**config.mk**
```make
export PLATFORM = sky130hd
export DESIGN_NAME = fp_maxpool2x2
export DESIGN_NICKNAME = d
export VERILOG_FILES = /design/src/rtl/fp_maxpool2x2.sv
export SDC_FILE = /design/constraint.sdc
export NUM_CORES = 1
export LEC_CHECK = 0
export BUFFER_PORTS_ARGS = -buffer_cell sky130_fd_sc_hd__buf_4
export CORE_ASPECT_RATIO = 0.7
export CORE_MARGIN = 3
export CORE_UTILIZATION = 31
export DETAILED_ROUTE_END_ITERATION = 10
export PLACE_DENSITY = 0.52
export SLEW_MARGIN = 30
export SYNTH_ARGS = -nofsm -noshare
export SYNTH_HDL_FRONTEND = slang
export SYNTH_SLANG_ARGS = --single-unit
```
**constraint.sdc**
```tcl
create_clock -name clk -period 6.55 [get_ports clk]
set_input_delay 0.3275 -clock clk [delete_from_list [all_inputs] [get_ports clk]]
set_output_delay 0.3275 -clock clk [all_outputs]
set_load 0.01 [all_outputs]
```
**src/rtl/fp_maxpool2x2.sv**
```systemverilog
// fp_maxpool2x2: 2x2 stride-2 max-pool over a row-major FP32 pixel stream.
// Even-row horizontal maxima wait in a half-width line buffer for the odd row.
module fp_maxpool2x2 #(
  parameter int DATA_WIDTH = 32,
  parameter int IMG_W      = 16,
  parameter int IMG_H      = 16
) (
  input  logic                  clk,
  input  logic                  rst,
  input  logic                  Clr,
  input  logic [DATA_WIDTH-1:0] Data_In,
  input  logic                  Valid_In,
  output logic [DATA_WIDTH-1:0] Data_Out,
  output logic                  Valid_Out,
  output logic                  Frame_Done
);
  localparam int CW = $clog2(IMG_W);
  localparam int RW = $clog2(IMG_H);
  localparam int LW = (IMG_W > 2) ? $clog2(IMG_W / 2) : 1;
  logic [CW-1:0]         col_q, col_d;
  logic [RW-1:0]         row_q, row_d;
  logic [DATA_WIDTH-1:0] pair_q, pair_d, dout_q, dout_d;
  logic                  vout_q, vout_d, fd_q, fd_d;
  logic [DATA_WIDTH-1:0] lb_q [IMG_W/2];
  logic [LW-1:0]         idx;
  logic [DATA_WIDTH-1:0] lb_rd, hmax, wmax;
  logic                  last_col, last_row, lb_we;
  // x strictly beats y; +0/-0 are equal, negatives order by smaller magnitude
  function automatic logic gt(input logic [DATA_WIDTH-1:0] x, input logic [DATA_WIDTH-1:0] y);
    return (x[DATA_WIDTH-2:0] == '0 && y[DATA_WIDTH-2:0] == '0) ? 1'b0 :
           (x[DATA_WIDTH-1] != y[DATA_WIDTH-1]) ? !x[DATA_WIDTH-1] :
           x[DATA_WIDTH-1] ? (x[DATA_WIDTH-2:0] < y[DATA_WIDTH-2:0]) :
                             (x[DATA_WIDTH-2:0] > y[DATA_WIDTH-2:0]);
  endfunction
  assign idx      = LW'(col_q >> 1);
  assign lb_rd    = lb_q[idx];
  assign last_col = col_q == CW'(IMG_W - 1);
  assign last_row = row_q == RW'(IMG_H - 1);
  assign hmax     = gt(Data_In, pair_q) ? Data_In : pair_q;
  assign wmax     = gt(hmax, lb_rd) ? hmax : lb_rd;
  assign lb_we    = Valid_In && !Clr && col_q[0] && !row_q[0];
  always_comb begin
    col_d  = col_q;
    row_d  = row_q;
    pair_d = pair_q;
    dout_d = dout_q;
    vout_d = 1'b0;
    fd_d   = 1'b0;
    if (Clr) begin
      col_d  = '0;
      row_d  = '0;
      pair_d = '0;
    end else if (Valid_In) begin
      col_d  = last_col ? '0 : col_q + 1'b1;
      row_d  = !last_col ? row_q : last_row ? '0 : row_q + 1'b1;
      pair_d = col_q[0] ? pair_q : Data_In;
      if (col_q[0] && row_q[0]) begin
        dout_d = wmax;
        vout_d = 1'b1;
        fd_d   = last_row && last_col;
      end
    end
  end
  always_ff @(posedge clk or negedge rst) begin
    if (!rst) begin
      col_q  <= '0;
      row_q  <= '0;
      pair_q <= '0;
      dout_q <= '0;
      vout_q <= 1'b0;
      fd_q   <= 1'b0;
    end else begin
      col_q  <= col_d;
      row_q  <= row_d;
      pair_q <= pair_d;
      dout_q <= dout_d;
      vout_q <= vout_d;
      fd_q   <= fd_d;
    end
  end
  always_ff @(posedge clk) begin
    if (lb_we) lb_q[idx] <= hmax;
  end
  assign Data_Out   = dout_q;
  assign Valid_Out  = vout_q;
  assign Frame_Done = fd_q;
endmodule

```
## After elaboration in Yosys (flattened, before gate mapping)

Memory sizes are Yosys's and may differ from the RTL's.
Index checks and enable logic that the tools add are counted.

| operators by class | value |
|---|---|
| add/sub/neg operators | 2 |
| multiply operators | 0 |
| div/mod/pow operators | 0 |
| order comparisons | 4 |
| equality and inequality tests | 5 |
| shifts and indexed selects | 0 |
| muxes and demuxes | 26 |
| bitwise gates (word level) | 1 |
| reductions and logical operators | 20 |

Operators with widths:

| kind | number |
|---|---|
| 32-bit two-way mux | 5 |
| 31-bit zero test | 4 |
| 31-bit > comparator | 2 |
| 31-bit < comparator | 2 |
| 4-bit two-way mux | 7 |
| 1-bit two-way mux | 14 |
| 4-bit by 1-bit adder with 4-bit output, second input constant | 2 |
| 4-bit == test, second input constant | 2 |
| 1-bit logical AND | 7 |
| 1-bit zero test | 4 |
| 2-bit AND reduction | 2 |
| 2-bit nonzero test | 2 |
| 3-bit AND reduction | 1 |
| 1-bit != test | 2 |
| 2-bit != test, second input constant | 1 |
| 1-bit inverter | 1 |

| storage, ports and cells | value |
|---|---|
| register bits after elaboration | 74 |
| bits in latches | 0 |
| bits in writable memories | 256 |
| ROM bits | 0 |
| input bits | 36 |
| output and inout port bits | 34 |
| memories kept | 1 |

Memories:

| name | depth | bits a word | rd ports | clocked after memory_dff | write ports | line | text |
|---|---|---|---|---|---|---|---|
| lb_q | 8 | 32 | 1 | 0 | 1 | 24 | `logic [DATA_WIDTH-1:0] lb_q [IMG_W/2];` |

## Longest topological paths before layout

Gate-level depths: netlist of run 1.

| depth | value |
|---|---|
| depth after elaboration | 10 |
| gate-level depth with buffers | 24 |

## Worst setup path before layout of run 1

Ideal clock, no wire load.

| timing | value |
|---|---|
| path type | flip-flop to flip-flop |
| from | register pair_q[4] |
| to | register dout_q[11], in the netlist Data_Out[11] |
| setup time | 0.128 ns |
| arrival time | 5.160 ns |
| data required time | 6.422 ns |
| setup slack | 1.262 ns |
| cell stages (with the launch flop) | 25 |
| buffers on the path | 5 |
| cells stage by stage | dfrtp_1 inv_1 ha_1 a211oi_1 nor2_1 o31a_1 o31ai_1 a211oi_1 or2_2 clkbuf_1 clkbuf_1 o21ai_0 ha_1 a21o_1 a21o_1 a221oi_1 nor2_1 or4_1 o21ai_0 o311a_1 clkbuf_1 and2_1 buf_6 buf_6 o211ai_2 |

| on the way | value |
|---|---|
| cells in the longest elaborated chain, start to end | 10 |
| elaborated cells on any way between the ends | 18 |
| classes of those cells | 4 x order compare; 1 x eq/ne; 8 x mux; 5 x reduce/logical |

RTL lines:

| what | line | text |
|---|---|---|
| start, declared | 22 | `logic [DATA_WIDTH-1:0] pair_q, pair_d, dout_q, dout_d;` |
| start signal, assigned | 75 | `pair_q <= pair_d;` |
| 31-bit > comparator / 31-bit < comparator (equally long branches) | 33, 32 |  |
| 1-bit two-way mux | 32 | `x[DATA_WIDTH-1] ? (x[DATA_WIDTH-2:0] < y[DATA_WIDTH-2:0]) :` |
| 1-bit two-way mux | 31 | `(x[DATA_WIDTH-1] != y[DATA_WIDTH-1]) ? !x[DATA_WIDTH-1] :` |
| 1-bit two-way mux (*) | 30 | `return (x[DATA_WIDTH-2:0] == '0 && y[DATA_WIDTH-2:0] == '0) ? 1'b0 :` |
| 32-bit two-way mux (*) | 39 | `assign hmax = gt(Data_In, pair_q) ? Data_In : pair_q;` |
| net hmax[20] | 26 | `logic [DATA_WIDTH-1:0] lb_rd, hmax, wmax;` |
| 31-bit > comparator / 31-bit < comparator (equally long branches) | 33, 32 |  |
| 1-bit two-way mux | 32 |  |
| 1-bit two-way mux | 31 |  |
| 1-bit two-way mux (*) | 30 |  |
| 32-bit two-way mux (*) | 40 | `assign wmax = gt(hmax, lb_rd) ? hmax : lb_rd;` |
| end signal, assigned | 76 | `dout_q <= dout_d;` |
| end, declared | 22 |  |

The timed path passes the listed nets; every way through them passes the cells marked *.
A chain may end at the register's enable or synchronous reset.

## Worst setup path after layout of run 1

| timing | value |
|---|---|
| from | register pair_q[22] |
| to | register dout_q[2], in the netlist Data_Out[2] |

Same word-level chain as after synthesis.

==> summary.txt, run 1 <==
Outcome
  • Outcome: complete, no violations

Global routing
  • GRT Total Usage: 0.1855
  • Via count of the first global-routing pass: 10,210
  • GRT overflow: 0
  • Antenna violations before repair: 1
  • First-pass GRT wire length: 71.05 mm
  • Largest net degree at the start of global routing: 60

CTS
  • CTS root buffer: clkbuf_16
  • Clk_lat worst skew: 0.54 ns
  • CTS resizes: 0
  • Total clock sinks: 330
  • CTS max path bufs: 3
  • Hold buffers post-CTS: 1
  • CTS tree: done
  • CTS H-tree depth: 2
  • TritonCTS buffer count: 34
  • Worst-path clk slew: 0.06 ns
  • Setup Fix Bufs, Post-CTS: 0

Yosys
  • Mapped Cells: 1,138
  • Post-synth EDFFs: 256
  • Synth area leaders: edfxtp_1 50%, dfrtp_1 12%, ha_1 5.3%, mux4_2 3.0%, o21ai_0 2.7%
  • Fraction of registers with async set/reset: 0.2242
  • Post-synth top area share: 0.5041
  • Register area share after synthesis: 0.6255
  • Distinct cells, synth: 64
  • Yosys reg bits: 330
  • Synth area leader: edfxtp_1
  • Syn Area/Cell: 13.40 um^2
  • Synthesized Nets: 1,238
  • Post-synthesis cell area: 15,250 um^2
  • Top_reg_cell synth: edfxtp_1
  • Yosys Warn Count: 0

Floorplanning
  • Starting Density: 0.3164
  • Die X-Extent: 271.1 um
  • I/O Pins: 70
  • Area of the die: 51,940 um^2
  • Die Ht: 191.6 um
  • Core box area: 48,200 um^2
  • Row count: 67

Setup path
  • CP arrival: 6.33 ns
  • Max FO, Critical Path: 33
  • Worst Setup Start Kind: register
  • Crit Path Class: register to register
  • Critical path's top delay family: compound AO/OA/AOI/OAI gates
  • Crit end category: register
  • CP cell instances: inv_1, ha_1, nand4_1, nor4_1, o31ai_1, and4b_4, or2_2, o21ai_0, buf_4, ha_1, a21o_1, a21o_1, a221oi_1, nor2_1, or4_1, o21ai_0, o311a_1, buf_4, a211oi_1, a221o_1
  • Req. time, crit path: 6.97 ns
  • Worst path max stage delay: 0.52 ns
  • CP endpoint: Data_Out[2]
  • Worst r2r dst: Data_Out[2]
  • Depth of the most critical reg-to-reg path: 20
  • Buffers & Inverters on Critical Path: 3
  • Reg2reg setup slack: 0.64 ns
  • Worst Setup SP: pair_q[22]
  • Critical Path Stages: 20
  • Slowest cell on the critical path: or4_1
  • Worst r2r src: pair_q[22]

Route
  • Residual DRC: 0
  • Average wire per standard cell: 25.24 um
  • Via count: 10,660
  • Vias per inst: 5.548
  • Iteration-0 DRC Markers: 1,146
  • Post-DRT Antenna Nets: 0
  • Final wirelength: 48.49 mm
  • Pre-antenna DRT Iters: 5

Timing
  • Final Hold Fails: 0
  • Clock Skews: 0.02393 ns
  • Setup TNS after final layout: 0 ns
  • Worst-Margin Slew: 1.015 ns
  • RSZ-0062 raised after global routing: false
  • Hold Slack: 0.05360 ns
  • Slew Limit Fails: 0
  • PnR worst setup slack: 0.6387 ns
  • Slew HR: 0.3187
  • Final Cycle Share: 0.9025
  • Tmin final: 5.911 ns
  • Fmax: 169.2 MHz
  • Final setup viols: 0

Placement
  • PortBufs: 69
  • Routability Congestion: 0.8750
  • Placed cells: 1,859
  • Post-DP HPWL: 32.13 mm
  • Setup WS pre-CTS: 0.7930 ns
  • Dpl cell area: 16,870 um^2

Finish
  • N_diodes: 0
  • Final non-filler cell total: 1,921
  • Fin util: 0.3748
  • Multi-input logic area: 5269 um^2
  • Synth-to-Final Area Change: 18.48%
  • Fillers: 4,642
  • Storage element area: 9545 um^2
  • Nets: 1,341
  • Final instance area: 18,070 um^2
  • Share of post-route cells with drive strength above 1: 0.2156

Power
  • Power, Total: 4.916 mW
  • Peak VDD IR: 0.1772 mV
  • Lkg Pwr: 6.603 nW
  • Power Dens Cells: 272.1 nW/um^2

Job
  • Max-cap viol count: 0

Min path
  • Hold Crit Class: input port to register
how the worst min path moves through the flow:
stage          slack [ns]  cells past startpoint          end         from
2_1_floorplan        0.03                      0  Data_Out[0]          rst
3_3_place_gp         0.27                      1     row_q[3]          rst
3_5_place_dp         0.27                      1   Frame_Done          rst
4_1_cts              0.03                      2   pair_q[31]  Data_In[31]
5_1_grt              0.04                      2   pair_q[23]  Data_In[23]
6_report             0.05                      2   pair_q[23]  Data_In[23]
registers in the layout, summed over array words and instances (netlist names):
name and count:
row_q 4, pair_q 32, Valid_Out 1, Data_Out 32, Frame_Done 1, lb_q 256
col_q 4
kinds of logic after synthesis:
kind of cell,Yosys count,synth area share
flip-flops,330,0.6255
XOR/XNOR,2,0.001149
buffers and inverters,125,0.03429
AND/OR/NAND/NOR,259,0.08729
adder cells (fa/ha/maj),64,0.05251
multiplexers,70,0.06424
AO/OA/AOI/OAI,288,0.1350
per-layer routing:
| layer | routed length [um] | vias to the layer above | part of all wire | GRT usage |
|---|---|---|---|---|
| met5 | 0 | - | 0 | 0 |
| met4 | 592 | 0 | 0.012 | 0.03216 |
| met3 | 4288 | 45 | 0.088 | 0.04146 |
| met2 | 19810 | 505 | 0.41 | 0.2588 |
| met1 | 23800 | 5454 | 0.49 | 0.2936 |
| li1 | - | 4654 | - | - |
area by class of cell:
| type | count | area share |
|---|---|---|
| flip-flops and latches | 330 | 0.5283 |
| multi-input cells | 683 | 0.2916 |
| repair buffers | 138 | 0.05817 |
| clock buffers | 49 | 0.05415 |
| well taps | 655 | 0.04536 |
| inverters | 54 | 0.01129 |
| clock inverters | 12 | 0.01115 |
Yosys cell counts (all sizes together), types with 5 or more instances:
master / number
a21o: 10
clkbuf: 38
a21oi: 42
ha: 64
a22o: 28
o22ai: 13
nor2: 33
mux4: 20
o21ai: 81
nand2: 83
a221o: 5
nor4: 19
o211ai: 29
nand4: 46
nor3: 7
edfxtp: 256
inv: 53
nor2b: 13
and2: 5
nand3: 14
dfrtp: 74
mux2: 23
a221oi: 36
nand2b: 20
a22oi: 13
mux2i: 27
buf: 33
a211oi: 8
report_power, final:
part           total, mW  switching (mW)  internal (mW)
logic              0.522           0.346          0.176
registers           2.33          0.0190           2.31
clock network       2.06           0.852           1.21
worst reg2reg max path, cell delays in order (launching register included):
cell and delay (ns):
dfrtp_1 0.37, inv_1 0.11, ha_1 0.34, nand4_1 0.15, nor4_1 0.47, o31ai_1 0.20, and4b_4 0.33, or2_2 0.48
o21ai_0 0.50, buf_4 0.28, ha_1 0.26, a21o_1 0.18, a21o_1 0.17, a221oi_1 0.25, nor2_1 0.07, or4_1 0.52
o21ai_0 0.20, o311a_1 0.23, buf_4 0.32, a211oi_1 0.12, a221o_1 0.27
cell usage in the layout (no fill, tap or decap), types with 7 or more instances in the layout:
master,synthesis,layout
a21o_1,10,10
a21oi_1,42,42
a221oi_1,35,35
a22o_1,28,28
a22oi_1,13,13
buf_4,3,136
clkbuf_1,37,9
clkbuf_16,0,35
dfrtp_1,74,71
edfxtp_1,256,256
ha_1,64,64
inv_1,53,52
mux2_2,23,23
mux2i_1,27,27
mux4_2,20,20
nand2_1,83,83
nand2b_1,20,20
nand3_1,14,13
nand4_1,46,46
nor2_1,33,23
nor2_4,0,8
nor2b_1,13,13
nor3_1,7,7
nor4_1,19,19
o211ai_1,9,9
o211ai_2,20,20
o21ai_0,81,79
o22ai_1,13,13
Note: power is estimated with default switching activity, not from simulation.
==> run 2: changes to the inputs <==
PLACE_DENSITY = 0.58   (was 0.52)
==> run 2 against run 1 <==
Against the previous run:
- utilization fell by 0.13 points
- setup slack worse by 0.30 ns
- worst hold slack lost 0.032 ns
- flip-flop and latch count did not move
- clock skew is 0.010 ns lower
- largest power group unchanged
- combinational power shrank 1%
- sequential power about the same
- sequential share of layout area rose by 0.18 points
- fmax fell by 4.9%
- die area stayed put
==> summary.txt, run 2 (synthesis results as in run 1) <==
Outcome
  • Outcome: complete, no violations

Setup path
  • Worst r2r dst: Data_Out[4]
  • CP arrival: 6.65 ns
  • Req. time, crit path: 6.99 ns
  • Worst Setup Start Kind: register
  • Depth of the most critical reg-to-reg path: 19
  • Crit Path Class: register to register
  • Worst r2r src: pair_q[22]
  • Reg2reg setup slack: 0.33 ns
  • Max FO, Critical Path: 33
  • Crit end category: register

Job
  • Max-cap viol count: 0

CTS
  • CTS resizes: 0
  • Total clock sinks: 330
  • TritonCTS buffer count: 30
  • CTS H-tree depth: 1
  • CTS max path bufs: 3
  • CTS tree: done
  • Clk_lat worst skew: 0.58 ns
  • CTS root buffer: clkbuf_16
  • Worst-path clk slew: 0.07 ns

Global routing
  • First-pass GRT wire length: 69.87 mm
  • Antenna violations before repair: 0
  • GRT Max-Usage Layer: met1
  • Met3 Usage GRT: 0.04058
  • GRT overflow: 0
  • M2 GR Usage: 0.2504
  • Grt met1 use: 0.2815
  • GRT Total Usage: 0.1775
  • Largest net degree at the start of global routing: 60
  • Via count of the first global-routing pass: 10,440

Timing
  • Worst-Margin Slew: 0.9027 ns
  • Final setup viols: 0
  • PnR worst setup slack: 0.3349 ns
  • Slew HR: 0.3936
  • Final Hold Fails: 0
  • Final Cycle Share: 0.9489
  • Tmin final: 6.215 ns
  • Setup TNS after final layout: 0 ns
  • Clock Skews: 0.01360 ns
  • Hold Slack: 0.02165 ns
  • Fmax: 160.9 MHz
  • Slew Limit Fails: 0
  • RSZ-0062 raised after global routing: false

Power
  • Combinational share of power: 0.111
  • Clk pwr share: 0.389
  • Lkg Pwr: 6.571 nW
  • Power Dens Cells: 259.0 nW/um^2
  • Switching share of power: 0.2455
  • Peak VDD IR: 0.1531 mV
  • Sequential Power Share: 0.500
  • Sw power: 1.145 mW
  • Cell Int Power: 3.518 mW
  • Power, Total: 4.663 mW

Finish
  • Most common cell after layout, fill and taps aside: edfxtp_1
  • N_diodes: 0
  • Fillers: 4,640
  • Synth-to-Final Area Change: 18.07%
  • Fin util: 0.3736
  • Most frequent cells in the layout: 256 x edfxtp_1, 137 x buf_4, 83 x nand2_1, 79 x o21ai_0, 71 x dfrtp_1
  • Final instance area: 18,010 um^2
  • Final non-filler cell total: 1,930
  • Register with the most flip-flops: lb_q
  • Largest register FFs: 256
  • Share of post-route cells with drive strength above 1: 0.2047
  • Nets: 1,351

Route
  • Post-DRT Antenna Nets: 0
  • Final wirelength: 46.51 mm
  • Residual DRC: 0
  • Iteration-0 DRC Markers: 1,301
  • Average wire per standard cell: 24.10 um
  • Vias per inst: 5.564
  • Via count: 10,740
  • Pre-antenna DRT Iters: 6

Floorplanning
  • Die X-Extent: 271.1 um
  • Starting Density: 0.3164
  • Die Ht: 191.6 um
  • I/O Pins: 70
  • Row count: 67
  • Area of the die: 51,940 um^2
  • Core box area: 48,200 um^2

Min path
  • Hold Crit Class: input port to register
  • WHS Path Cells: 2
  • Hold endpoint: pair_q[24]
  • Worst Hold Launch: Data_In[24]

Placement
  • Dpl cell area: 16,870 um^2
  • Post-DP HPWL: 32.07 mm
  • Routability Congestion: 0.9210
  • Setup WS pre-CTS: 0.5338 ns
  • Placed cells: 1,860
  • PortBufs: 69
[run 2: cell count changes in the layout (fill, tap and decap cells not counted), sizes merged]
cell         delta
buf             +1
dlygate4sd3    +13
clkbuf          -8
clkinv          +3
[run 2: routing by layer]
layer	vias up	wire [um]	part of all wire
met2	509	18930	0.41
met1	5505	22360	0.48
met4	0	630	0.014
met3	56	4583	0.099
li1	4669	-	-
met5	-	0	0
[run 2: layout make-up]
| type | count | area [um^2] | share of cell area |
|---|---|---|---|
| clock buffer | 41 | 813.3 | 0.04516 |
| clock inverter | 15 | 177.7 | 0.009867 |
| tap | 655 | 819.5 | 0.04551 |
| sequential | 330 | 9545 | 0.5301 |
| timing repair buffer | 152 | 1189 | 0.06601 |
| multi-input combinational | 683 | 5259 | 0.2920 |
| inverter | 54 | 203.9 | 0.01133 |
[run 2: power groups by stage]
| stage | Clock [mW] | Combinational, mW | Sequential (mW) |
|---|---|---|---|
| 5_1_grt | 1.93 | 0.562 | 2.33 |
| 2_1_floorplan | 0 | 0.282 | 2.37 |
| 3_3_place_gp | 0 | 0.490 | 2.38 |
| 6_report | 1.81 | 0.517 | 2.33 |
| 4_1_cts | 1.84 | 0.508 | 2.33 |
| 3_5_place_dp | 0 | 0.499 | 2.38 |
[run 2: how the worst max path moves through the flow]
stage,from,to,slack (ns),cells past startpoint
after CTS,pair_q[22],Data_Out[7],0.54,19
after detailed placement,Data_In[22],Data_Out[7],0.53,19
after floorplan,pair_q[4],Data_Out[11],1.26,24
after global placement,Data_In[22],Data_Out[7],0.64,19
final,pair_q[22],Data_Out[4],0.33,19
after global routing,pair_q[22],Data_Out[7],0.001,19
[run 2: critical path, cell delays in order (launching register included)]
cell,delay (ns)
dfrtp_1,0.38
inv_1,0.07
ha_1,0.31
nand4_1,0.17
nor4_1,0.82
o31ai_1,0.29
and4b_4,0.38
or2_2,0.46
o21ai_0,0.35
ha_1,0.30
a21oi_1,0.15
o21ai_0,0.12
a221oi_1,0.30
nor2_1,0.05
or4_1,0.58
o21ai_0,0.20
o311a_1,0.20
and2_1,0.56
buf_12,0.25
o211ai_1,0.12
[run 2: what timing repair did]
item,4_1_cts,5_1_grt
hold buffers,14,0
endpoints found under the hold margin,37,0
setup buffers,0,0
==> run 3: changes to the inputs <==
RECOVER_POWER = 50   (was not set)
==> run 3 against run 2 <==
Against the previous run:
- the run now ends with max-capacitance violations, max-slew violations left
- clock-buffer cell count stayed put
- fmax is 0.96% lower
- sequential share of layout area is 0.68 points higher
- flip-flop and latch count stayed put
- first-iteration DRC count is 7.6% lower
- register-to-register slack worse by 0.06 ns
- combinational power hardly changed
- critical endpoint unchanged
==> summary.txt, run 3 (synthesis results as in run 1) <==
CTS
  • Hold buffers post-CTS: 14
  • CTS resizes: 0
  • CTS max path bufs: 3
  • TritonCTS buffer count: 30
  • Setup Fix Bufs, Post-CTS: 0
  • Clk_lat worst skew: 0.57 ns
  • Total clock sinks: 330
  • CTS tree: done
  • CTS H-tree depth: 1
  • Worst-path clk slew: 0.07 ns
  • CTS root buffer: clkbuf_16

Timing
  • Slew HR: -1.124
  • Fmax: 159.4 MHz
  • Worst-Margin Slew: 3.186 ns
  • Final Cycle Share: 0.9580
  • Final Hold Fails: 0
  • Clock Skews: 0.01394 ns
  • RSZ-0062 raised after global routing: false
  • Slew Limit Fails: 251
  • Setup TNS after final layout: 0 ns
  • Final setup viols: 0
  • PnR worst setup slack: 0.2748 ns
  • Hold Slack: 0.02702 ns
  • Tmin final: 6.275 ns

Finish
  • Synth-to-Final Area Change: 16.52%
  • Largest register FFs: 256
  • Fillers: 4,693
  • Most frequent cells in the layout: 256 x edfxtp_1, 91 x buf_4, 83 x nand2_1, 79 x o21ai_0, 72 x dfrtp_1
  • Final instance area: 17,770 um^2
  • Fin util: 0.3687
  • Final non-filler cell total: 1,930
  • Nets: 1,351
  • Register with the most flip-flops: lb_q
  • Most common cell after layout, fill and taps aside: edfxtp_1
  • Share of post-route cells with drive strength above 1: 0.1616
  • N_diodes: 0

Setup path
  • CP cell instances: inv_1, ha_1, nand4_1, nor4_1, o31ai_1, and4b_4, or2_2, o21ai_0, ha_1, a21oi_1, o21ai_0, a221oi_1, nor2_1, or4_1, o21ai_0, o311a_1, and2_1, buf_12, o211ai_1
  • Req. time, crit path: 6.99 ns
  • CP most frequent cell: o21ai_0
  • Max FO, Critical Path: 33
  • CP arrival: 6.71 ns
  • Crit end category: register
  • Slowest cell on the critical path: nor4_1
  • Crit Path Class: register to register
  • Worst Setup Start Kind: register
  • Worst path max stage delay: 0.84 ns

Route
  • Average wire per standard cell: 24.12 um
  • Final wirelength: 46.54 mm
  • Vias per inst: 5.570
  • Pre-antenna DRT Iters: 6
  • Post-DRT Antenna Nets: 0
  • Residual DRC: 0
  • Via count: 10,750
  • Iteration-0 DRC Markers: 1,202

Placement
  • Post-DP HPWL: 32.07 mm
  • Dpl cell area: 16,870 um^2
  • Placed cells: 1,860
  • Routability Congestion: 0.9210
  • Setup WS pre-CTS: 0.5338 ns
  • PortBufs: 69

Floorplanning
  • Die X-Extent: 271.1 um
  • Starting Density: 0.3164
  • Area of the die: 51,940 um^2
  • Row count: 67
  • Core box area: 48,200 um^2
  • I/O Pins: 70
  • Die Ht: 191.6 um

Global routing
  • Via count of the first global-routing pass: 10,440
  • GRT Total Usage: 0.1775
  • First-pass GRT wire length: 69.87 mm
  • GRT overflow: 0
  • Largest net degree at the start of global routing: 60
  • Antenna violations before repair: 0

Job
  • Max-cap viol count: 9

Outcome
  • Outcome: complete, but fails checks
  • Violated checks: max-capacitance violations, max-slew violations

Power
  • Peak VDD IR: 0.1528 mV
  • Lkg Pwr: 6.379 nW
  • Power Dens Cells: 262.4 nW/um^2
  • Power, Total: 4.662 mW

Min path
  • Hold Crit Class: input port to register
-- run 3: changes by cell type in the layout (fill, tap and decap cells not counted) --
| cell | before | now |
|---|---|---|
| buf_4 | 137 | 91 |
| nor2_1 | 25 | 33 |
| nor2_4 | 8 | 0 |
| clkbuf_1 | 10 | 56 |
| dfrtp_1 | 71 | 72 |
| dfrtp_4 | 1 | 0 |
-- run 3: path summary, 6_finish.rpt --
check                        startpoint           end  slack (ns)  cells after the start
max                          pair_q[22]   Data_Out[4]        0.27                     19
min                         Data_In[24]    pair_q[24]        0.03                      2
max reg2reg                  pair_q[22]   Data_Out[4]        0.27                     19
min reg2reg                Data_Out[14]  Data_Out[14]        0.50                      2
max in group asynchronous           rst      col_q[2]        2.01                      3
min in group asynchronous           rst    Frame_Done        0.65                      2
-- run 3: where the power goes --
| part | switching (mW) | internal (mW) | leakage (nW) | total (mW) |
|---|---|---|---|---|
| registers | 0.0214 | 2.31 | 3.35 | 2.33 |
| clock network | 0.788 | 1.03 | 0.474 | 1.81 |
| logic | 0.336 | 0.179 | 2.55 | 0.515 |
-- run 3: layout make-up --
class / count / area [um^2] / area share
clock buffer: 41 / 813.3 / 0.04576
clock inverter: 15 / 177.7 / 0.009998
inverter: 54 / 203.9 / 0.01148
multi-input combinational: 683 / 5199 / 0.2925
sequential: 330 / 9542 / 0.5369
tap: 655 / 819.5 / 0.04612
timing repair buffer: 152 / 1016 / 0.05717
-- run 3: worst max-delay path: cells and delay by family, from the launching register on --
kind | cells | cell delay [ns]
adders and majority gates | 2 | 0.61
AOI/OAI and AO/OA | 8 | 1.75
DFF | 1 | 0.38
and+or+nand+nor | 7 | 3.06
buffers and inverters | 2 | 0.31
-- run 3: layer usage --
layer | GRT usage | part of all wire | vias to the layer above
met4 | 0.02186 | 0.012 | 0
met2 | 0.2504 | 0.40 | 479
met1 | 0.2815 | 0.49 | 5549
met3 | 0.04058 | 0.094 | 54
met5 | 0 | 0 | -
li1 | - | - | 4669
